[config.mk]
export PLATFORM = sky130hd
export DESIGN_NAME = fb_write_sched_flat
export DESIGN_NICKNAME = d
export VERILOG_FILES = /design/src/rtl/fb_pkg.sv /design/src/rtl/fb_write_sched_if.sv /design/src/rtl/fb_fill_walker.sv /design/src/rtl/fb_write_sched.sv /design/src/flat_wrapper.sv
export SDC_FILE = /design/constraint.sdc
export NUM_CORES = 1
export LEC_CHECK = 0
export BUFFER_PORTS_ARGS = -buffer_cell sky130_fd_sc_hd__buf_2
export CAP_MARGIN = 20
export CORE_UTILIZATION = 50
export DETAILED_ROUTE_END_ITERATION = 16
export GPL_ROUTABILITY_DRIVEN = 0
export PLACE_DENSITY_LB_ADDON = 0.05
export SLEW_MARGIN = 20
export SYNTH_ARGS = -nofsm -noshare
export SYNTH_HDL_FRONTEND = slang
export SYNTH_SLANG_ARGS = --single-unit
export TNS_END_PERCENT = 10
[constraint.sdc]
create_clock -name clka -period 2.3 [get_ports clka]
set_clock_uncertainty 0.1 [all_clocks]
set_input_delay 0.46 -clock clka [delete_from_list [all_inputs] [get_ports clka]]
set_output_delay 0.46 -clock clka [all_outputs]
set_load 0.02 [all_outputs]
[src/rtl/fb_pkg.sv]
// Shared definitions for the framebuffer write-port scheduler.
//   FB_XW/FB_YW/FB_CW : default cell-coordinate and colour widths
//   X_LSB/Y_LSB/C_LSB : field positions inside the packed CPU store word
//   fill_state_e      : rectangle-fill FSM encoding
//   grant_e           : arbiter grant identity (also the last_grant record)
package fb_pkg;
  localparam int FB_XW = 6;
  localparam int FB_YW = 6;
  localparam int FB_CW = 3;

  localparam int X_LSB = 8;
  localparam int Y_LSB = 0;
  localparam int C_LSB = 16;

  typedef enum logic {
    ST_IDLE = 1'b0,
    ST_FILL = 1'b1
  } fill_state_e;

  typedef enum logic {
    GRANT_CPU  = 1'b0,
    GRANT_FILL = 1'b1
  } grant_e;
endpackage

[src/rtl/fb_write_sched_if.sv]
// Bus bundle between the CPU store path / fill command source and the
// framebuffer port-A write inputs.
//   master : drives CPU stores and fill commands, observes status and fb_*
//   slave  : the scheduler; returns cpu_ready, fill status and fb_addr/din/we
interface fb_write_sched_if
  #(parameter int XW = fb_pkg::FB_XW,
    parameter int YW = fb_pkg::FB_YW,
    parameter int CW = fb_pkg::FB_CW);

  logic             cpu_we;
  logic [31:0]      cpu_data;
  logic             cpu_ready;
  logic             fill_start;
  logic [XW-1:0]    fill_x0;
  logic [XW-1:0]    fill_x1;
  logic [YW-1:0]    fill_y0;
  logic [YW-1:0]    fill_y1;
  logic [CW-1:0]    fill_color;
  logic             fill_abort;
  logic             fill_busy;
  logic             fill_done;
  logic [XW+YW-1:0] fb_addr;
  logic [CW-1:0]    fb_din;
  logic             fb_we;

  modport master (
    output cpu_we, cpu_data, fill_start, fill_x0, fill_x1, fill_y0, fill_y1,
           fill_color, fill_abort,
    input  cpu_ready, fill_busy, fill_done, fb_addr, fb_din, fb_we
  );

  modport slave (
    input  cpu_we, cpu_data, fill_start, fill_x0, fill_x1, fill_y0, fill_y1,
           fill_color, fill_abort,
    output cpu_ready, fill_busy, fill_done, fb_addr, fb_din, fb_we
  );
endinterface

[src/rtl/fb_fill_walker.sv]
// Rectangle-fill engine: latches a fill command, walks the cursor row-major
// over the inclusive rectangle, one cell per grant.
//   clk_i, rst_n_i        : clock, async active-low reset
//   start_i, abort_i      : command strobe (IDLE only) / cancel (FILL only)
//   x0_i..y1_i, color_i   : inclusive bounds and colour
//   grant_i               : arbiter accepted the current cursor cell
//   req_o, busy_o         : write request / FILL state indicator
//   cx_o, cy_o, color_o   : current cell and colour to write
//   done_o                : one-cycle completion pulse
//
// state   | meaning
// --------+----------------------------------------------------
// ST_IDLE | waiting for start_i; empty rectangles complete here
// ST_FILL | requesting a write every cycle at (cx, cy)
module fb_fill_walker
  import fb_pkg::*;
#(
  parameter int XW = FB_XW,
  parameter int YW = FB_YW,
  parameter int CW = FB_CW
) (
  input  logic          clk_i,
  input  logic          rst_n_i,
  input  logic          start_i,
  input  logic          abort_i,
  input  logic [XW-1:0] x0_i,
  input  logic [XW-1:0] x1_i,
  input  logic [YW-1:0] y0_i,
  input  logic [YW-1:0] y1_i,
  input  logic [CW-1:0] color_i,
  input  logic          grant_i,
  output logic          req_o,
  output logic          busy_o,
  output logic [XW-1:0] cx_o,
  output logic [YW-1:0] cy_o,
  output logic [CW-1:0] color_o,
  output logic          done_o
);

  fill_state_e   state_q, state_d;
  logic [XW-1:0] cx_q, cx_d, x0_q, x0_d, x1_q, x1_d;
  logic [YW-1:0] cy_q, cy_d, y1_q, y1_d;
  logic [CW-1:0] color_q, color_d;
  logic          done_q, done_d;

  always_ff @(posedge clk_i or negedge rst_n_i) begin
    if (!rst_n_i) begin
      state_q <= ST_IDLE;
      cx_q    <= '0;
      cy_q    <= '0;
      x0_q    <= '0;
      x1_q    <= '0;
      y1_q    <= '0;
      color_q <= '0;
      done_q  <= 1'b0;
    end else begin
      state_q <= state_d;
      cx_q    <= cx_d;
      cy_q    <= cy_d;
      x0_q    <= x0_d;
      x1_q    <= x1_d;
      y1_q    <= y1_d;
      color_q <= color_d;
      done_q  <= done_d;
    end
  end

  always_comb begin
    state_d = state_q;
    cx_d    = cx_q;
    cy_d    = cy_q;
    x0_d    = x0_q;
    x1_d    = x1_q;
    y1_d    = y1_q;
    color_d = color_q;
    done_d  = 1'b0;
    case (state_q)
      ST_IDLE: begin
        if (start_i) begin
          x0_d    = x0_i;
          x1_d    = x1_i;
          y1_d    = y1_i;
          color_d = color_i;
          cx_d    = x0_i;
          cy_d    = y0_i;
          // An empty rectangle completes without ever requesting the port.
          if ((x0_i > x1_i) || (y0_i > y1_i)) begin
            done_d = 1'b1;
          end else begin
            state_d = ST_FILL;
          end
        end
      end
      ST_FILL: begin
        // Abort wins over a same-cycle grant; that granted write still lands
        // because the top-level output register has already captured it.
        if (abort_i) begin
          state_d = ST_IDLE;
        end else if (grant_i) begin
          // Termination is by equality compare so x1/y1 = max never wraps.
          if (cx_q == x1_q) begin
            if (cy_q == y1_q) begin
              state_d = ST_IDLE;
              done_d  = 1'b1;
            end else begin
              cx_d = x0_q;
              cy_d = cy_q + YW'(1);
            end
          end else begin
            cx_d = cx_q + XW'(1);
          end
        end
      end
      default: state_d = ST_IDLE;
    endcase
  end

  assign req_o   = (state_q == ST_FILL);
  assign busy_o  = (state_q == ST_FILL);
  assign cx_o    = cx_q;
  assign cy_o    = cy_q;
  assign color_o = color_q;
  assign done_o  = done_q;

endmodule

[src/rtl/fb_write_sched.sv]
// Framebuffer write-port scheduler: shares the single port-A write path
// between CPU single-cell stores (1-deep holding register) and the
// rectangle-fill walker, round-robin, one write per cycle, registered output.
//   clka, reset_n : clock, async active-low reset
//   bus (slave)   : CPU store handshake, fill command/status, fb_addr/din/we
// XW/YW/CW must match the parameters of the connected interface instance.
module fb_write_sched
  import fb_pkg::*;
#(
  parameter int XW = FB_XW,
  parameter int YW = FB_YW,
  parameter int CW = FB_CW
) (
  input  logic            clka,
  input  logic            reset_n,
  fb_write_sched_if.slave bus
);

  logic             hv_q, hv_d;
  logic [XW-1:0]    hx_q, hx_d;
  logic [YW-1:0]    hy_q, hy_d;
  logic [CW-1:0]    hc_q, hc_d;
  grant_e           last_grant_q, last_grant_d;

  logic [XW+YW-1:0] addr_q, addr_d;
  logic [CW-1:0]    din_q, din_d;
  logic             we_q, we_d;

  logic             fill_req, cpu_grant, fill_grant, cpu_ready, accept;
  logic [XW-1:0]    fill_cx;
  logic [YW-1:0]    fill_cy;
  logic [CW-1:0]    fill_color;

  fb_fill_walker #(.XW(XW), .YW(YW), .CW(CW)) u_walker (
    .clk_i   (clka),
    .rst_n_i (reset_n),
    .start_i (bus.fill_start),
    .abort_i (bus.fill_abort),
    .x0_i    (bus.fill_x0),
    .x1_i    (bus.fill_x1),
    .y0_i    (bus.fill_y0),
    .y1_i    (bus.fill_y1),
    .color_i (bus.fill_color),
    .grant_i (fill_grant),
    .req_o   (fill_req),
    .busy_o  (bus.fill_busy),
    .cx_o    (fill_cx),
    .cy_o    (fill_cy),
    .color_o (fill_color),
    .done_o  (bus.fill_done)
  );

  // Round-robin between two requesters: on contention the one that did not
  // win last time is granted.
  assign cpu_grant  = hv_q && (!fill_req || (last_grant_q == GRANT_FILL));
  assign fill_grant = fill_req && !cpu_grant;

  // The holding register can reload on the same edge it drains.
  assign cpu_ready = !hv_q || cpu_grant;
  assign accept    = bus.cpu_we && cpu_ready;

  always_comb begin
    hv_d         = hv_q;
    hx_d         = hx_q;
    hy_d         = hy_q;
    hc_d         = hc_q;
    last_grant_d = last_grant_q;
    addr_d       = addr_q;
    din_d        = din_q;
    we_d         = 1'b0;

    if (accept) begin
      hv_d = 1'b1;
      hx_d = bus.cpu_data[X_LSB +: XW];
      hy_d = bus.cpu_data[Y_LSB +: YW];
      hc_d = bus.cpu_data[C_LSB +: CW];
    end else if (cpu_grant) begin
      hv_d = 1'b0;
    end

    if (cpu_grant) begin
      last_grant_d = GRANT_CPU;
      addr_d       = {hx_q, hy_q};
      din_d        = hc_q;
      we_d         = 1'b1;
    end else if (fill_grant) begin
      last_grant_d = GRANT_FILL;
      addr_d       = {fill_cx, fill_cy};
      din_d        = fill_color;
      we_d         = 1'b1;
    end
  end

  always_ff @(posedge clka or negedge reset_n) begin
    if (!reset_n) begin
      hv_q         <= 1'b0;
      hx_q         <= '0;
      hy_q         <= '0;
      hc_q         <= '0;
      last_grant_q <= GRANT_FILL;
      addr_q       <= '0;
      din_q        <= '0;
      we_q         <= 1'b0;
    end else begin
      hv_q         <= hv_d;
      hx_q         <= hx_d;
      hy_q         <= hy_d;
      hc_q         <= hc_d;
      last_grant_q <= last_grant_d;
      addr_q       <= addr_d;
      din_q        <= din_d;
      we_q         <= we_d;
    end
  end

  assign bus.cpu_ready = cpu_ready;
  assign bus.fb_addr   = addr_q;
  assign bus.fb_din    = din_q;
  assign bus.fb_we     = we_q;

endmodule

[src/flat_wrapper.sv]
// flat-port wrapper written by rule: the top's interface ports become plain ports
module fb_write_sched_flat import fb_pkg::*;
#(
  parameter int XW = FB_XW,
  parameter int YW = FB_YW,
  parameter int CW = FB_CW
)
  (clka, reset_n, bus_cpu_we, bus_cpu_data, bus_fill_start, bus_fill_x0, bus_fill_x1, bus_fill_y0, bus_fill_y1, bus_fill_color, bus_fill_abort, bus_cpu_ready, bus_fill_busy, bus_fill_done, bus_fb_addr, bus_fb_din, bus_fb_we);
  fb_write_sched_if #(.XW(XW), .YW(YW), .CW(CW)) bus_i ();
  input  logic clka;
  input  logic reset_n;
  input wire logic [$bits(bus_i.cpu_we)-1:0] bus_cpu_we;
  input wire logic [$bits(bus_i.cpu_data)-1:0] bus_cpu_data;
  input wire logic [$bits(bus_i.fill_start)-1:0] bus_fill_start;
  input wire logic [$bits(bus_i.fill_x0)-1:0] bus_fill_x0;
  input wire logic [$bits(bus_i.fill_x1)-1:0] bus_fill_x1;
  input wire logic [$bits(bus_i.fill_y0)-1:0] bus_fill_y0;
  input wire logic [$bits(bus_i.fill_y1)-1:0] bus_fill_y1;
  input wire logic [$bits(bus_i.fill_color)-1:0] bus_fill_color;
  input wire logic [$bits(bus_i.fill_abort)-1:0] bus_fill_abort;
  output wire logic [$bits(bus_i.cpu_ready)-1:0] bus_cpu_ready;
  output wire logic [$bits(bus_i.fill_busy)-1:0] bus_fill_busy;
  output wire logic [$bits(bus_i.fill_done)-1:0] bus_fill_done;
  output wire logic [$bits(bus_i.fb_addr)-1:0] bus_fb_addr;
  output wire logic [$bits(bus_i.fb_din)-1:0] bus_fb_din;
  output wire logic [$bits(bus_i.fb_we)-1:0] bus_fb_we;
  assign bus_i.cpu_we = bus_cpu_we;
  assign bus_i.cpu_data = bus_cpu_data;
  assign bus_i.fill_start = bus_fill_start;
  assign bus_i.fill_x0 = bus_fill_x0;
  assign bus_i.fill_x1 = bus_fill_x1;
  assign bus_i.fill_y0 = bus_fill_y0;
  assign bus_i.fill_y1 = bus_fill_y1;
  assign bus_i.fill_color = bus_fill_color;
  assign bus_i.fill_abort = bus_fill_abort;
  assign bus_cpu_ready = bus_i.cpu_ready;
  assign bus_fill_busy = bus_i.fill_busy;
  assign bus_fill_done = bus_i.fill_done;
  assign bus_fb_addr = bus_i.fb_addr;
  assign bus_fb_din = bus_i.fb_din;
  assign bus_fb_we = bus_i.fb_we;
  fb_write_sched #(.XW(XW), .YW(YW), .CW(CW)) u_core (.clka(clka), .reset_n(reset_n), .bus(bus_i));
endmodule
# --- Word-level counts from Yosys, hierarchy flattened ---
# Cells that the tools add are included.
# Widths: inputs -> output; s select.
word_totals:
  reg_bits: 68
  output_inout_bits: 19
  wordCells: 79
op_classes:
  addsub: 2
  n_lt_le_gt_ge: 2
  n_eq_ne: 8
  mux: 36
  bitwise: 1
  reduce_logical: 14
ops:
  columns: ["cell", "n"]
  rows:
  - ["$mux 6", 10]
  - ["$mux 12", 2]
  - ["$pmux 6 s2", 2]
  - ["$mux 1", 18]
  - ["$add 6x1->6 const B", 2]
  - ["$eq 6x6->1", 2]
  - ["$gt 6x6->1", 2]
  - ["$mux 3", 2]
  - ["$ne 2x2->1 const B", 3]
  - ["$reduce_and 5->1", 1]
  - ["$ne 2x1->1 const B", 2]
  - ["$pmux 1 s2", 2]
  - ["$reduce_and 4->1", 1]
  - ["$reduce_bool 2->1", 2]
  - ["$logic_and 1x1->1", 3]
  - ["$logic_not 1->1", 3]
  - ["$logic_or 1x1->1", 3]
  - ["$ne 3x3->1 const B", 1]
  - ["$reduce_and 2->1", 1]
  - ["$not 1->1", 1]

# --- Logic depth before layout (Yosys ltp) ---
logic_depth:
  word_depth: 8
  mapped_depth: 7

# --- Cells and area by module ---
# Synthesis repeated with hierarchy kept, for this count alone.
hier_totals:
  hier_cells: 369
  area_unflattened_um2: 3699.8
by_module_without_submodules:
  columns: ["module", "n_inst", "cells_per_inst", "area_each_um2", "seq_area_each_um2"]
  rows:
  - ["fb_fill_walker", 1, 246, 2160.8, 875.8]
  - ["fb_write_sched", 1, 123, 1539.0, 827.0]

# --- Worst setup path before layout ---
# Ideal clock, no wire load.
synth_timing:
  path_type: "register to register"
  start: "register u_core.u_walker.state_q, in the netlist u_core.u_walker.busy_o"
  end: "register u_core.hc_q[0]"
  setup_time_ns: 0.125
  t_arrival_ns: 1.752
  slack_ns: 0.323
  stages_incl_launch_ff: 6
  n_path_buf: 2
  cell_sequence: "dfrtp_1 -> buf_2 -> nand3_1 -> nand2_1 -> buf_2 -> mux2_2"
synth_between:
  elab_chain_len: 5
synth_lines:
  columns: ["item", "line_no", "text"]
  rows:
  - ["start: declaration", "fb_fill_walker.sv:40", "fill_state_e state_q, state_d;"]
  - ["start signal: assignment", "fb_fill_walker.sv:57", "state_q <= state_d;"]
  - ["$logic_not 1->1", "fb_write_sched.sv:55", "assign cpu_grant = hv_q && (!fill_req || (last_grant_q == GRANT_FILL));"]
  - ["$logic_or 1x1->1", "fb_write_sched.sv:55", null]
  - ["$logic_and 1x1->1", "fb_write_sched.sv:55", null]
  - ["$logic_or 1x1->1", "fb_write_sched.sv:59", "assign cpu_ready = !hv_q || cpu_grant;"]
  - ["via bus_cpu_ready", "flat_wrapper.sv:21", "output wire logic [$bits(bus_i.cpu_ready)-1:0] bus_cpu_ready;"]
  - ["$logic_and 1x1->1", "fb_write_sched.sv:60", "assign accept = bus.cpu_we && cpu_ready;"]
  - ["end signal: assignment", "fb_write_sched.sv:99", "hc_q <= '0;"]
  - ["end signal: assignment", "fb_write_sched.sv:108", "hc_q <= hc_d;"]
  - ["end: declaration", "fb_write_sched.sv:22", "logic [CW-1:0] hc_q, hc_d;"]
# The timed path passes the listed nets, and every way through them passes these cells.
# A chain may end at the register's enable or synchronous reset.

# --- Worst setup path after layout ---
layout_timing:
  start: "register u_core.u_walker.cy_q[1], in the netlist u_core.u_walker.cy_o[1]"
  end: "register u_core.u_walker.cx_q[2], in the netlist u_core.u_walker.cx_o[2]"
layout_between:
  elab_chain_len: 3
layout_lines:
  columns: ["item", "line_no", "text"]
  rows:
  - ["start: declaration", "fb_fill_walker.sv:42", "logic [YW-1:0] cy_q, cy_d, y1_q, y1_d;"]
  - ["start signal: assignment", "fb_fill_walker.sv:59", "cy_q <= cy_d;"]
  - ["$eq 6x6->1", "fb_fill_walker.sv:102", "if (cy_q == y1_q) begin"]
  - ["$ne 3x3->1 (no line)", null, null]
  - ["$reduce_and 4->1 (no line)", null, null]
  - ["end signal: assignment", "fb_fill_walker.sv:49", "cx_q <= '0;"]
  - ["end signal: assignment", "fb_fill_walker.sv:58", "cx_q <= cx_d;"]
  - ["end: declaration", "fb_fill_walker.sv:41", "logic [XW-1:0] cx_q, cx_d, x0_q, x0_d, x1_q, x1_d;"]
# Every way passes these cells.

==> results.sh <==
export IMPL_muxShareOfSynthArea_pct=10.7
export IMPL_layout_common_cells="dfrtp_1 (67), buf_2 (65), nand2_1 (54)"
export IMPL_mostFrequentLayoutCell="dfrtp_1"
export IMPL_ys_seq_elements=68
export IMPL_cts_made_buffers=9
export IMPL_final_util_pct=62.2
export IMPL_drt_pass1_iterations=6
export IMPL_fin_nets=501
export IMPL_fillers=601
export IMPL_grt_max_degree=51
export IMPL_timing_fmax_mhz=469
export IMPL_clkSinkCount=68
export IMPL_die_area_mm2=0.00735
export IMPL_worstPathArrival_ns=2.27
export IMPL_yosysWarningCount=0
export IMPL_power_density_mw_per_mm2=1040
export IMPL_yosys_area_top_type="dfrtp_1"
export IMPL_rows=30
export IMPL_worstMarginPinSlew_ns=0.648
export IMPL_synth_xor_area_share_pct=4.00
export IMPL_setup_tns_ns=0
export IMPL_period_needed_ns=2.13
export IMPL_start_kind="flip-flop"
export IMPL_io_buffers=65
export IMPL_area_growth_syn_to_layout_pct=20.4
export IMPL_required_ns=2.43
export IMPL_worstSkewPairLatency_ns=0.34
export IMPL_synth_simple_gate_area_share_pct=14.3
export IMPL_synth_ff_type="dfrtp_1"
export IMPL_path_clk_slew_ns=0.08
export IMPL_ios=83
export IMPL_die_width_um=85.8
export IMPL_htreeDepth=3
export IMPL_finalSetupViolations=0
export IMPL_vdd_ir_drop_max_uv=537
export IMPL_synthCells=346
export IMPL_synthesis_nets=424
export IMPL_drc=0
export IMPL_clockBufferDepth=2
export IMPL_cp_max_fo=6
export IMPL_ant_nets=0
export IMPL_finalMaxSlewViolations=0
export IMPL_cts_tree="done"
export IMPL_path_class="flip-flop to flip-flop"
export IMPL_cap_viol_max_count=0
export IMPL_min_path_type="primary input to flip-flop"
export IMPL_synth_area_leaders="dfrtp_1 (48%), mux2_2 (6.7%), nand2_1 (5.8%)"
export IMPL_die_y_um=85.8
export IMPL_routed_wirelength_um=7660
export IMPL_wl_per_cell_um=14.6
export IMPL_hold_violations=0
export IMPL_synth_edf_count=0
export IMPL_overflow=0
export IMPL_num_vias=2718
export IMPL_track_usage_pct=22.8
export IMPL_async_flop_share_pct=100
export IMPL_status="finished clean"
export IMPL_coreArea_mm2=0.00679
export IMPL_num_antenna_cells=0
export IMPL_via_per_inst=5.19
export IMPL_clock_root_buffer="clkbuf_8"
export IMPL_p_total_w=0.00438
export IMPL_rsz0062_at_grt="false"
export IMPL_antenna_found_initial=0
export IMPL_drive_gt1_share_pct=29.0
export IMPL_cts_setup_buffers=0
export IMPL_ys_seq_area_share_pct=48.6
export IMPL_hpwl_um=5560
export IMPL_slew_headroom_pct=56.7
export IMPL_synthDistinctLibCells=47
export IMPL_leakage_nw=2.03
export IMPL_synth_fa_ha_area_share_pct=4.99
export IMPL_synth_compound_gate_area_share_pct=13.5
export IMPL_synth_top_area_share_pct=47.8
export IMPL_end_kind="flip-flop"
export IMPL_netlist_area_mm2=0.00351
export IMPL_grt_pass1_wl_um=12700
export IMPL_fin_crit_sh_pct=92.7
export IMPL_drtIter0Drc=216
export IMPL_ctsResizeCount=0
export IMPL_synth_top_family_by_area="simple AND/OR/NAND/NOR gates"
export IMPL_syn_area_per_cell_um2=10.1
export IMPL_first_global_vias=2540
export IMPL_start_util_pct=51.6
[metal layers]
metal | share of wire [%] | track usage (%) | wire length, µm | vias to the layer above
met5 | 0 | 0 | 0 | -
met4 | 0.42 | 7.12 | 32 | 0
met3 | 5.1 | 6.26 | 394 | 2
met2 | 43 | 32.6 | 3270 | 82
met1 | 52 | 33.6 | 3960 | 1273
li1 | - | - | - | 1361
[final timing paths]
| kind | from | endpoint | slack, ns | cells past startpoint |
|---|---|---|---|---|
| min | bus_fill_color[2] | u_core.u_walker.color_o[2] | 0.21 | 3 |
| min reg2reg | u_core.u_walker.x0_q[3] | u_core.u_walker.x0_q[3] | 0.39 | 2 |
| min in group asynchronous | reset_n | u_core.u_walker.x1_q[4] | 0.50 | 2 |
| max in group asynchronous | reset_n | u_core.last_grant_q | 0.93 | 3 |
| max | u_core.u_walker.cy_o[1] | u_core.u_walker.cx_o[2] | 0.17 | 5 |
| max reg2reg | u_core.u_walker.cy_o[1] | u_core.u_walker.cx_o[2] | 0.17 | 5 |
[kinds of logic after synthesis]
| group | count (synthesis) |
|---|---|
| DFF | 68 |
| buffers and inverters | 35 |
| AOI/OAI and AO/OA | 72 |
| adders and majority gates | 14 |
| muxes | 35 |
| and+or+nand+nor | 106 |
| xor gates and xnor gates | 16 |
[cell usage after synthesis, drive strengths merged (3+ instances only)]
library cell / number
clkbuf: 11
dfrtp: 67
and3: 3
mux2: 21
inv: 19
a21oi: 24
a31oi: 4
xor2: 7
xnor2: 9
o211ai: 6
o21ai: 14
ha: 14
o31ai: 3
a211oi: 3
nor2: 19
a21o: 6
nand3: 9
and4: 3
nor3: 6
mux2i: 14
buf: 5
nand2: 54
[registers in the layout, summed over array words and instances, names as in the netlist, 3 cells and up]
name                     cells
u_core.hc_q                  3
u_core.u_walker.color_o      3
u_core.hy_q                  6
u_core.bus.fb_din            3
u_core.u_walker.x0_q         6
u_core.u_walker.cx_o         6
u_core.hx_q                  6
u_core.u_walker.cy_o         6
u_core.u_walker.y1_q         6
u_core.bus.fb_addr          12
u_core.u_walker.x1_q         6
[cell type report]
class	count	area, µm²	share of cell area, %
clock buffers	12	145	3.44
repair buffers	82	468	11.1
well taps	96	120	2.84
flip-flops and latches	68	1700	40.3
multi-input cells	243	1670	39.5
inverters	19	71.3	1.69
clock inverters	4	48.8	1.16
[repair_timing]
| item | in CTS | in global routing |
|---|---|---|
| hold buffers | 1 | 0 |
| setup endpoints to repair | 0 | 0 |
| hold endpoints to repair | 18 | 0 |
[worst max-delay path: stages, from the launching register on]
cell and delay, ns:
dfrtp_1 0.45, xor2_1 0.21, nor4_4 0.42, nand4_4 0.19, a21oi_4 0.27, mux2_2 0.37
[stage by stage]
| step | hold slack (ns) | area (µm²) | instances | setup WS [ns] |
|---|---|---|---|---|
| after CTS | 0.196 | 4220 | 524 | 0.166 |
| final | 0.215 | 4220 | 524 | 0.167 |
| after floorplan | 0.0644 | 3510 | 346 | 0.323 |
| after detailed placement | 0.348 | 4020 | 507 | 0.127 |
| after global routing | 0.200 | 4220 | 524 | 0.0602 |
| after global placement | 0.347 | 4020 | 507 | 0.149 |
[where the power goes]
group	internal, W	switching, W	total [W]
Sequential	0.00154	0.000290	0.00182
Clock	0.000530	0.000455	0.000984
Combinational	0.000679	0.000895	0.00157
Note: power is estimated with default switching activity, not from simulation.
